`src/rtl/ram_stream_reader.sv`:
```
// Streams a contiguous RAM address range out as a valid/ready stream with a last-beat marker.
// Read issue is credit-limited so that in-flight reads plus buffered words never exceed the FIFO.
module ram_stream_reader #(
  parameter int DATA_WIDTH = 32,
  parameter int ADDR_WIDTH = 14,
  parameter int LEN_WIDTH  = 15,
  parameter int FIFO_DEPTH = 4
) (
  input  logic                  CLK,
  input  logic                  RST,
  input  logic                  start,
  input  logic [ADDR_WIDTH-1:0] base_addr,
  input  logic [LEN_WIDTH-1:0]  length,
  output logic                  busy,
  output logic                  done,
  output logic [ADDR_WIDTH-1:0] ram_addr,
  output logic                  ram_en,
  input  logic [DATA_WIDTH-1:0] ram_dout,
  output logic [DATA_WIDTH-1:0] m_tdata,
  output logic                  m_tvalid,
  input  logic                  m_tready,
  output logic                  m_tlast
);

  localparam int PTR_W = $clog2(FIFO_DEPTH);
  localparam logic [LEN_WIDTH-1:0] DEPTH_L = LEN_WIDTH'(FIFO_DEPTH);

  typedef enum logic [1:0] {IDLE, READ, DRAIN} state_t;

  state_t                state, state_d;
  logic [LEN_WIDTH-1:0]  len_q;
  logic [LEN_WIDTH-1:0]  issue_cnt;
  logic [LEN_WIDTH-1:0]  pop_cnt;
  logic [LEN_WIDTH-1:0]  in_flight;
  logic                  ram_last;
  logic                  cap_vld;
  logic                  cap_last;
  logic [PTR_W:0]        wr_ptr, rd_ptr;
  logic [DATA_WIDTH:0]   fifo_mem [FIFO_DEPTH];
  logic [DATA_WIDTH:0]   head;
  logic                  pop;
  logic                  credit;
  logic                  issue;
  logic                  issue_last;
  logic                  done_d;

  assign head     = fifo_mem[rd_ptr[PTR_W-1:0]];
  assign m_tvalid = (wr_ptr != rd_ptr);
  assign m_tdata  = head[DATA_WIDTH-1:0];
  assign m_tlast  = m_tvalid & head[DATA_WIDTH];
  assign busy     = (state != IDLE);
  assign pop      = m_tvalid & m_tready;

  // Outstanding words = issued reads not yet popped, counting a pop happening this cycle.
  assign in_flight = issue_cnt - pop_cnt - LEN_WIDTH'(pop);
  assign credit    = (in_flight < DEPTH_L);

  always_comb begin
    state_d    = state;
    issue      = 1'b0;
    issue_last = 1'b0;
    done_d     = 1'b0;
    unique case (state)
      IDLE: begin
        if (start) begin
          if (length == '0) begin
            done_d = 1'b1;
          end else begin
            issue      = 1'b1;
            issue_last = (length == LEN_WIDTH'(1));
            state_d    = issue_last ? DRAIN : READ;
          end
        end
      end
      READ: begin
        if (credit) begin
          issue      = 1'b1;
          issue_last = (issue_cnt + LEN_WIDTH'(1) == len_q);
          if (issue_last) state_d = DRAIN;
        end
      end
      DRAIN: begin
        if (pop && m_tlast) begin
          state_d = IDLE;
          done_d  = 1'b1;
        end
      end
      default: state_d = IDLE;
    endcase
  end

  always_ff @(posedge CLK) begin
    if (RST) state <= IDLE;
    else     state <= state_d;
  end

  always_ff @(posedge CLK) begin
    if (RST) begin
      done      <= 1'b0;
      ram_en    <= 1'b0;
      ram_addr  <= '0;
      ram_last  <= 1'b0;
      len_q     <= '0;
      issue_cnt <= '0;
      pop_cnt   <= '0;
      cap_vld   <= 1'b0;
      cap_last  <= 1'b0;
      wr_ptr    <= '0;
      rd_ptr    <= '0;
    end else begin
      done     <= done_d;
      ram_en   <= issue;
      ram_last <= issue_last;
      cap_vld  <= ram_en;
      cap_last <= ram_last;
      if (state == IDLE) begin
        if (start) len_q <= length;
        issue_cnt <= LEN_WIDTH'(issue);
        pop_cnt   <= '0;
        if (issue) ram_addr <= base_addr;
      end else begin
        if (issue) begin
          issue_cnt <= issue_cnt + LEN_WIDTH'(1);
          ram_addr  <= ram_addr + ADDR_WIDTH'(1);
        end
        if (pop) pop_cnt <= pop_cnt + LEN_WIDTH'(1);
      end
      if (cap_vld) wr_ptr <= wr_ptr + (PTR_W+1)'(1);
      if (pop)     rd_ptr <= rd_ptr + (PTR_W+1)'(1);
    end
  end

  // Storage needs no reset: occupancy is tracked entirely by the pointers.
  always_ff @(posedge CLK) begin
    if (cap_vld) fifo_mem[wr_ptr[PTR_W-1:0]] <= {cap_last, ram_dout};
  end

endmodule
```
`config.mk`:
```
export PLATFORM = sky130hd
export DESIGN_NAME = ram_stream_reader
export DESIGN_NICKNAME = d
export VERILOG_FILES = /design/src/rtl/ram_stream_reader.sv
export SDC_FILE = /design/constraint.sdc
export NUM_CORES = 1
export LEC_CHECK = 0
export ABC_AREA = 0
export BUFFER_PORTS_ARGS = -buffer_cell sky130_fd_sc_hd__buf_2
export CORE_ASPECT_RATIO = 0.8
export CORE_MARGIN = 8
export CORE_UTILIZATION = 53
export DETAILED_ROUTE_END_ITERATION = 6
export GPL_ROUTABILITY_DRIVEN = 0
export GPL_TIMING_DRIVEN = 1
export PLACE_DENSITY = 0.83
export SLEW_MARGIN = 20
export SYNTH_ARGS = -nofsm -noshare
export SYNTH_HDL_FRONTEND = slang
export SYNTH_SLANG_ARGS = --single-unit
```
`constraint.sdc`:
```
create_clock -name CLK -period 4.49 [get_ports CLK]
set_input_delay 0.898 -clock CLK [delete_from_list [all_inputs] [get_ports CLK]]
set_output_delay 0.898 -clock CLK [all_outputs]
set_load 0.02 [all_outputs]
```
==> results.yml, run 1 <==
synth:
  synth.area.mux_share: 0.0814
  synth_area_um2: 9630
  synth_top_area_cell: "edfxtp_1"
  synth_warnings: 0
  synth_compound_area_frac: 0.102
  synthArstFlopShare: 0
  synthAdderAreaFrac: 0.0436
  yosysSeqAreaShare: 0.565
  avgSynthCellArea_um2: 12.0
  ys_ff_latch: 206
  synth_xor_area_frac: 0.0400
  synth-simple-area-share: 0.132
  syn_inst: 804
  synth_top_family_by_area: "simple AND/OR/NAND/NOR gates"
  synth_edf_count: 132
  synth_cell_types: 66
  synth_ff_type: "edfxtp_1"
  synth_nets: 902
  synth_top_area_frac: 0.411
  synthTopCellsByArea: "edfxtp_1 (41%), dfxtp_1 (15%), mux4_2 (7.7%), ha_1 (4.2%), nand2_1 (2.7%)"
layout:
  stdcell_area_um2: 11100
  multiInputGateArea_um2: 3850
  drive_gt1_frac: 0.226
  area_growth_pct: 15.4
  fillers: 1368
  antenna_cells: 0
  instances_no_fill: 1168
  register_area_um2: 5450
  fin_nets: 1022
worst_setup_path:
  reg2reg_slack_ns: 0.31
  r2r_cells: 14
  end_kind: "flop"
  worstSetupPathType: "reg2reg"
  critPathLaunchType: "flop"
  reg2reg_to: "issue_cnt[5]$_SDFFE_PP0P_"
  crit_fanout: 19
  reg2reg_from: "wr_ptr[1]$_SDFFE_PP0P_"
  crit_arrival_ns: 4.61
  crit_required_ns: 4.92
route:
  post_drt_wl_per_cell_um: 18.3
  drc: 0
  ant_nets: 0
  wl_um: 21400
  drt_iter0_drc: 726
  vias_per_cell: 5.88
  dr.pass1.iters: 5
  via_count: 6864
power_and_ir_drop:
  total_power_mw: 4.36
  p_clk_frac: 0.372
  netSwitchingFraction: 0.256
  p_int_mw: 3.24
  power.leakage_nw: 4.12
  power.density_nw_per_um2: 392
  power_frac_seq: 0.491
  ir_drop_v: 0.000282
  pwr-share-comb: 0.137
  power_switching_mw: 1.12
global_route:
  grt-ovfl-total: 0
  grt_pass1_vias: 6749
  grt_max_degree: 40
  antenna_found_initial: 0
  grt_usage: 0.185
  grt_pass1_wl_um: 34500
cts:
  cts_tree: "built"
  clock-sinks: 206
  root_buffer: "clkbuf_16"
  clkTransAtPathRegs_ns: 0.06
  cts_setup_buffers: 0
  clock_latency_ns: 0.51
  ctsHoldBuffers: 0
  numCtsBuffers: 21
  htreeDepth: 1
  postCtsResizedCells: 0
  clockBufferDepth: 3
floorplanning:
  die_w_um: 167
  die-area_um2: 22800
  fp.dieH_um: 137
  io_pins: 116
  start_util: 0.535
  rows: 44
  core_area_um2: 18000
placement:
  post_dp_cell_area_um2: 10500
  place_inst: 1131
  place_ws_ns: -0.0106
  hpwl_um: 14500
  io_buffer_count: 115
sta:
  clock.fmax_ghz: 0.239
  fin_crit_sh: 0.931
  hold_violations: 0
  setup_slack_ns: 0.309
  worst_pin_slew_ns: 0.922
  setup_viol: 0
  grt_setup_unrepaired: "no"
  relSlewSlack: 0.385
  fin_crit_ns: 4.18
  fin_skew_ns: 0.0301
  drv_slew: 0
  setup_tns_ns: 0
worst_hold_path:
  worstHoldStart: "len_q[12]$_SDFFE_PP0P_"
  hold_end: "len_q[12]$_SDFFE_PP0P_"
  hold_path_depth: 2
  min_path_type: "reg2reg"
run:
  drv_cap: 0
outcome:
  outcome: "finished clean"
## cell type report
type	count	share of cell area
tap	230	0.0259
sequential	206	0.490
inverter	53	0.0179
clock buffer	22	0.0476
clock inverter	15	0.00945
timing repair buffer	132	0.0632
multi-input combinational	510	0.346
## routing by layer
layer	part of all wire	global-route usage
met3	0.063	0.0323
met1	0.45	0.256
met5	0	0
met2	0.47	0.304
met4	0.015	0.0419
## sequential cells by signal, indices dropped and copies added (netlist names), named ones only
register and count:
fifo_mem 132, issue_cnt 15, len_q 15, pop_cnt 15
ram_addr 14, rd_ptr 3, wr_ptr 3, state 2
cap_last 1, cap_vld 1, done 1, ram_en 1
ram_last 1
## power groups by stage
stage	logic [mW]	clock network [mW]	registers, mW
floorplan	0.400	0	2.17
global placement	0.581	0	2.18
detailed placement	0.595	0	2.18
CTS	0.599	1.65	2.14
global route	0.647	1.72	2.15
finish	0.598	1.62	2.14
## layout by cell type, fill, tap and decap left out, drive strengths merged, types with 29 or more instances in the layout
master,Yosys,final
mux4,33,33
dfxtp,74,74
edfxtp,132,132
o21ai,29,29
buf,8,132
inv,52,54
nand2,70,70
nor2,44,44
a21oi,50,50
ha,32,32
## per-stage QoR
step | utilization | hold slack, ns
floorplan | - | 0.414
global placement | 0.582 | 0.459
detailed placement | 0.582 | 0.471
CTS | 0.618 | 0.480
global route | 0.618 | 0.496
finish | 0.618 | 0.474
## how the worst max path moves through the flow
stage                                            end  slack [ns]              startpoint
after floorplan            issue_cnt[2]$_SDFFE_PP0P_        0.07                m_tready
after global placement     issue_cnt[3]$_SDFFE_PP0P_        0.13                m_tready
after detailed placement  issue_cnt[12]$_SDFFE_PP0P_       -0.01                m_tready
after CTS                  issue_cnt[5]$_SDFFE_PP0P_        0.35  wr_ptr[1]$_SDFFE_PP0P_
after global routing       issue_cnt[5]$_SDFFE_PP0P_        0.07  wr_ptr[1]$_SDFFE_PP0P_
final                      issue_cnt[5]$_SDFFE_PP0P_        0.31  wr_ptr[1]$_SDFFE_PP0P_
## kinds of logic after synthesis
family / Yosys count
flops: 206
compound gates: 148
xor+xnor: 44
buf+inv: 88
fa+ha+maj: 33
simple gates: 248
mux: 37
## cell usage after synthesis (3+ instances only)
| cell | n |
|---|---|
| and3_1 | 11 |
| a32o_1 | 7 |
| nor4_1 | 9 |
| ha_1 | 32 |
| and2_1 | 10 |
| o311ai_0 | 3 |
| mux4_2 | 33 |
| a21oi_1 | 49 |
| and4_1 | 3 |
| a22oi_1 | 3 |
| nor2_1 | 44 |
| nand4_1 | 11 |
| or2_2 | 7 |
| or4_1 | 5 |
| or3_1 | 17 |
| o22ai_1 | 7 |
| o21a_1 | 3 |
| a211oi_1 | 5 |
| edfxtp_1 | 132 |
| nor3_1 | 12 |
| nand2b_1 | 3 |
| mux2i_1 | 3 |
| xor2_1 | 22 |
| buf_1 | 5 |
| nor2b_1 | 4 |
| nand3_1 | 28 |
| o211ai_1 | 7 |
| a31oi_1 | 5 |
| o31ai_1 | 3 |
| o21ai_0 | 29 |
| o2111ai_1 | 3 |
| clkbuf_1 | 26 |
| nand2_1 | 70 |
| a21o_1 | 7 |
| xnor2_1 | 22 |
| dfxtp_1 | 74 |
| inv_1 | 52 |
## worst max-delay path: stages, from the launching register on
cell     delay [ns]
dfxtp_1        0.44
xnor2_1        0.13
a31oi_1        0.22
inv_1          0.10
fa_1           0.38
ha_1           0.31
a21oi_2        0.25
a21oi_1        0.18
o211a_4        0.29
o41ai_4        0.29
xnor2_1        0.20
or4b_1         0.55
buf_4          0.20
or3_1          0.38
a21oi_1        0.17
(Power assumes the default switching activity.)
==> inputs of run 2 (changes only) <==
MAX_ROUTING_LAYER = met4   (was unset)
==> results.yml, run 2 (synthesis gave the netlist of run 1 again) <==
outcome:
  outcome: "finished clean"
sta:
  hold_violations: 0
  fin_skew_ns: 0.0288
  fin_crit_sh: 0.933
  fin_crit_ns: 4.19
  setup_viol: 0
  relSlewSlack: 0.393
  worst_pin_slew_ns: 0.909
  drv_slew: 0
  clock.fmax_ghz: 0.239
  grt_setup_unrepaired: "no"
power_and_ir_drop:
  power.leakage_nw: 4.12
  power_frac_seq: 0.491
  power_switching_mw: 1.12
  power.density_nw_per_um2: 392
  netSwitchingFraction: 0.256
  ir_drop_v: 0.000282
  pwr-share-comb: 0.137
  p_clk_frac: 0.372
  p_int_mw: 3.24
worst_setup_path:
  crit_arrival_ns: 4.62
  crit_fanout: 19
  cp_top_family: "compound AO/OA/AOI/OAI gates"
  end_kind: "flop"
  critical_path.max_stage_delay_ns: 0.55
  worstSetupPathType: "reg2reg"
  path_cells: "xnor2_1 > a31oi_1 > inv_1 > fa_1 > ha_1 > a21oi_2 > a21oi_1 > o211a_4 > o41ai_4 > xnor2_1 > or4b_1 > buf_4 > or3_1 > a21oi_1"
  critPathLaunchType: "flop"
  crit_required_ns: 4.92
  crit_slowest_cell: "or4b_1"
  critPathBufInv: 2
layout:
  drive_gt1_frac: 0.226
  final_cell_mix: "edfxtp_1 (132), buf_2 (115), dfxtp_1 (73)"
  utilization: 0.618
  area_growth_pct: 15.4
  fin_nets: 1022
  largest_reg_flops: 132
  antenna_cells: 0
  instances_no_fill: 1168
  layout_commonest_cell: "edfxtp_1"
cts:
  htreeDepth: 1
  clkTransAtPathRegs_ns: 0.06
  numCtsBuffers: 21
  cts_tree: "built"
  ctsHoldBuffers: 0
  clock_latency_ns: 0.51
  root_buffer: "clkbuf_16"
  postCtsResizedCells: 0
  clockBufferDepth: 3
  clock-sinks: 206
  cts_setup_buffers: 0
route:
  vias_per_cell: 5.83
  dr.pass1.iters: 5
  ant_nets: 0
  drc: 0
  via_count: 6809
  drt_iter0_drc: 693
  post_drt_wl_per_cell_um: 18.3
  wl_um: 21400
floorplanning:
  die_w_um: 167
  start_util: 0.535
  core_area_um2: 18000
  rows: 44
  fp.dieH_um: 137
  io_pins: 116
  die-area_um2: 22800
global_route:
  antenna_found_initial: 0
  grt_usage: 0.191
  grt-ovfl-total: 0
  grt_pass1_vias: 6738
  grt_max_degree: 40
  grt_pass1_wl_um: 34600
run:
  drv_cap: 0
placement:
  io_buffer_count: 115
  hpwl_um: 14500
  place_inst: 1131
worst_hold_path:
  min_path_type: "reg2reg"
[run 2: through the flow]
| step | cell area, um^2 | setup TNS [ns] | hold WS [ns] | worst slack [ns] | power [mW] |
|---|---|---|---|---|---|
| finish | 11100 | 0 | 0.475 | 0.301 | 4.36 |
| global route | 11100 | 0 | 0.496 | 0.0701 | 4.52 |
| CTS | 11100 | 0 | 0.480 | 0.352 | 4.39 |
| detailed placement | 10500 | -0.0126 | 0.471 | -0.0106 | 2.78 |
| global placement | 10500 | 0 | 0.459 | 0.128 | 2.76 |
| floorplan | 9640 | 0 | 0.414 | 0.0708 | 2.56 |
[run 2: tightest hold or removal path: cells and delay by family (launching register included)]
family / cells / cell delay [ns]
flops: 1 / 0.32
simple gates: 1 / 0.06
compound gates: 1 / 0.05
[run 2: path summary, 6_finish.rpt]
| path | from | endpoint | slack [ns] | cells past startpoint |
|---|---|---|---|---|
| worst max-delay path | wr_ptr[1]$_SDFFE_PP0P_ | issue_cnt[5]$_SDFFE_PP0P_ | 0.30 | 14 |
| worst max register to register | wr_ptr[1]$_SDFFE_PP0P_ | issue_cnt[5]$_SDFFE_PP0P_ | 0.30 | 14 |
| worst min register to register | len_q[12]$_SDFFE_PP0P_ | len_q[12]$_SDFFE_PP0P_ | 0.47 | 2 |
| worst min-delay path | len_q[12]$_SDFFE_PP0P_ | len_q[12]$_SDFFE_PP0P_ | 0.47 | 2 |
[run 2: area by class of cell]
class,instances,area (um^2)
clock buffer,22,529
clock inverter,15,105
fill,1368,6880
inverter,53,199
multi-input combinational,510,3850
sequential,206,5450
tap,230,288
timing repair buffer,132,703
[run 2: routing by layer]
metal  vias to the layer above  routed length [um]  global-route usage
met5                         -                   0                   -
met4                         0                 299              0.0419
met3                        29                1280              0.0291
met2                       272               10100               0.303
met1                      3257                9780               0.259
li1                       3251                   -                   -
[run 2: power by group through the flow]
stage	Combinational, mW	Clock (mW)	Sequential, mW
floorplan	0.400	0	2.17
global placement	0.581	0	2.18
detailed placement	0.595	0	2.18
CTS	0.599	1.65	2.14
global route	0.647	1.72	2.15
finish	0.598	1.62	2.14
==> inputs of run 3 (changes only) <==
CORE_UTILIZATION = 40   (was 53)
PLACE_DENSITY = 0.67   (was 0.83)
==> results.yml, run 3 (synthesis gave the netlist of run 1 again) <==
worst_setup_path:
  crit_top_cell: "buf_4"
  path_cells: "xnor2_1 > a31oi_1 > inv_1 > fa_1 > ha_1 > a21oi_2 > a21oi_1 > o211a_4 > o311ai_1 > o211ai_1 > buf_4 > o41ai_1 > buf_4 > nand3_1 > o22ai_1"
  end_kind: "flop"
  crit_required_ns: 4.91
  critPathBufInv: 3
  crit_slowest_cell: "o41ai_1"
  critPathLaunchType: "flop"
  critical_path.max_stage_delay_ns: 0.48
  crit_fanout: 5
  crit_arrival_ns: 4.48
  cp_top_family: "compound AO/OA/AOI/OAI gates"
  worstSetupPathType: "reg2reg"
sta:
  relSlewSlack: 0.500
  worst_pin_slew_ns: 0.749
  fin_skew_ns: 0.0290
  clock.fmax_ghz: 0.246
  setup_slack_ns: 0.425
  setup_viol: 0
  setup_tns_ns: 0
  fin_crit_sh: 0.905
  drv_slew: 0
  hold_violations: 0
  grt_setup_unrepaired: "no"
  fin_crit_ns: 4.07
cts:
  htreeDepth: 1
  clock-sinks: 206
  cts_tree: "built"
  root_buffer: "clkbuf_16"
  cts_setup_buffers: 0
  postCtsResizedCells: 0
  clkTransAtPathRegs_ns: 0.06
  clock_latency_ns: 0.50
  numCtsBuffers: 21
  ctsHoldBuffers: 0
  clockBufferDepth: 3
power_and_ir_drop:
  p_clk_frac: 0.363
  power.leakage_nw: 4.11
  pwr-share-comb: 0.142
  power_switching_mw: 1.10
  total_power_mw: 4.30
  netSwitchingFraction: 0.256
  power_frac_seq: 0.495
  p_int_mw: 3.20
  ir_drop_v: 0.000216
  power.density_nw_per_um2: 384
placement:
  hpwl_um: 15400
  io_buffer_count: 115
  post_dp_cell_area_um2: 10600
  place_ws_ns: 0.0397
route:
  drt_iter0_drc: 425
  dr.pass1.iters: 5
  ant_nets: 0
  post_drt_wl_per_cell_um: 17.4
  wl_um: 21700
  via_count: 6694
  vias_per_cell: 5.35
  drc: 0
floorplanning:
  rows: 50
  die-area_um2: 29300
  start_util: 0.410
  core_area_um2: 23500
  fp.dieH_um: 155
  die_w_um: 190
  io_pins: 116
worst_hold_path:
  min_path_type: "reg2reg"
global_route:
  grt_max_degree: 40
  antenna_found_initial: 0
  grt_usage: 0.148
  grt-ovfl-total: 0
  grt_pass1_vias: 6608
  grt_pass1_wl_um: 34900
layout:
  fillers: 2185
  utilization: 0.476
  antenna_cells: 0
  drive_gt1_frac: 0.222
  register_area_um2: 5450
  largest_reg_flops: 132
  multiInputGateArea_um2: 3850
  layout_commonest_cell: "edfxtp_1"
  final_cell_mix: "edfxtp_1 (132), buf_2 (115), dfxtp_1 (73)"
  area_growth_pct: 16.3
  stdcell_area_um2: 11200
  fin_nets: 1023
run:
  drv_cap: 0
outcome:
  outcome: "finished clean"
[run 3: final timing paths]
kind | startpoint | endpoint | slack (ns) | cells after the start
min reg2reg | len_q[11]$_SDFFE_PP0P_ | len_q[11]$_SDFFE_PP0P_ | 0.47 | 2
max reg2reg | wr_ptr[1]$_SDFFE_PP0P_ | ram_addr[12]$_SDFFE_PP0P_ | 0.42 | 15
max | wr_ptr[1]$_SDFFE_PP0P_ | ram_addr[12]$_SDFFE_PP0P_ | 0.42 | 15
min | len_q[11]$_SDFFE_PP0P_ | len_q[11]$_SDFFE_PP0P_ | 0.47 | 2
[run 3: power groups by stage]
stage | Sequential, mW | Clock, mW | Combinational [mW]
2_1_floorplan | 2.17 | 0 | 0.400
3_3_place_gp | 2.17 | 0 | 0.607
3_5_place_dp | 2.17 | 0 | 0.616
4_1_cts | 2.13 | 1.60 | 0.618
5_1_grt | 2.14 | 1.67 | 0.667
6_report | 2.13 | 1.56 | 0.612
[run 3: stage by stage]
step | hold slack, ns | cells
after global routing | 0.483 | 1252
final | 0.471 | 1252
after detailed placement | 0.464 | 1214
after CTS | 0.472 | 1252
after global placement | 0.460 | 1214
after floorplan | 0.414 | 804
[run 3: final cells by class]
type	count	share of cell area
timing repair buffer	133	0.0634
multi-input combinational	510	0.344
inverter	53	0.0178
tap	312	0.0349
clock buffer	30	0.0499
sequential	206	0.486
clock inverter	8	0.00402
[run 3: tightest hold or removal path: stages, from the launching register on]
cell	delay (ns)
dfxtp_1	0.32
nand2_1	0.05
a21oi_1	0.05
[run 3: per-layer routing]
layer  part of all wire  routed length [um]  track usage
met5                  0                   0            -
met4              0.011                 248       0.0238
met3              0.048                1050       0.0245
met2               0.46                9950        0.226
met1               0.48               10500        0.208
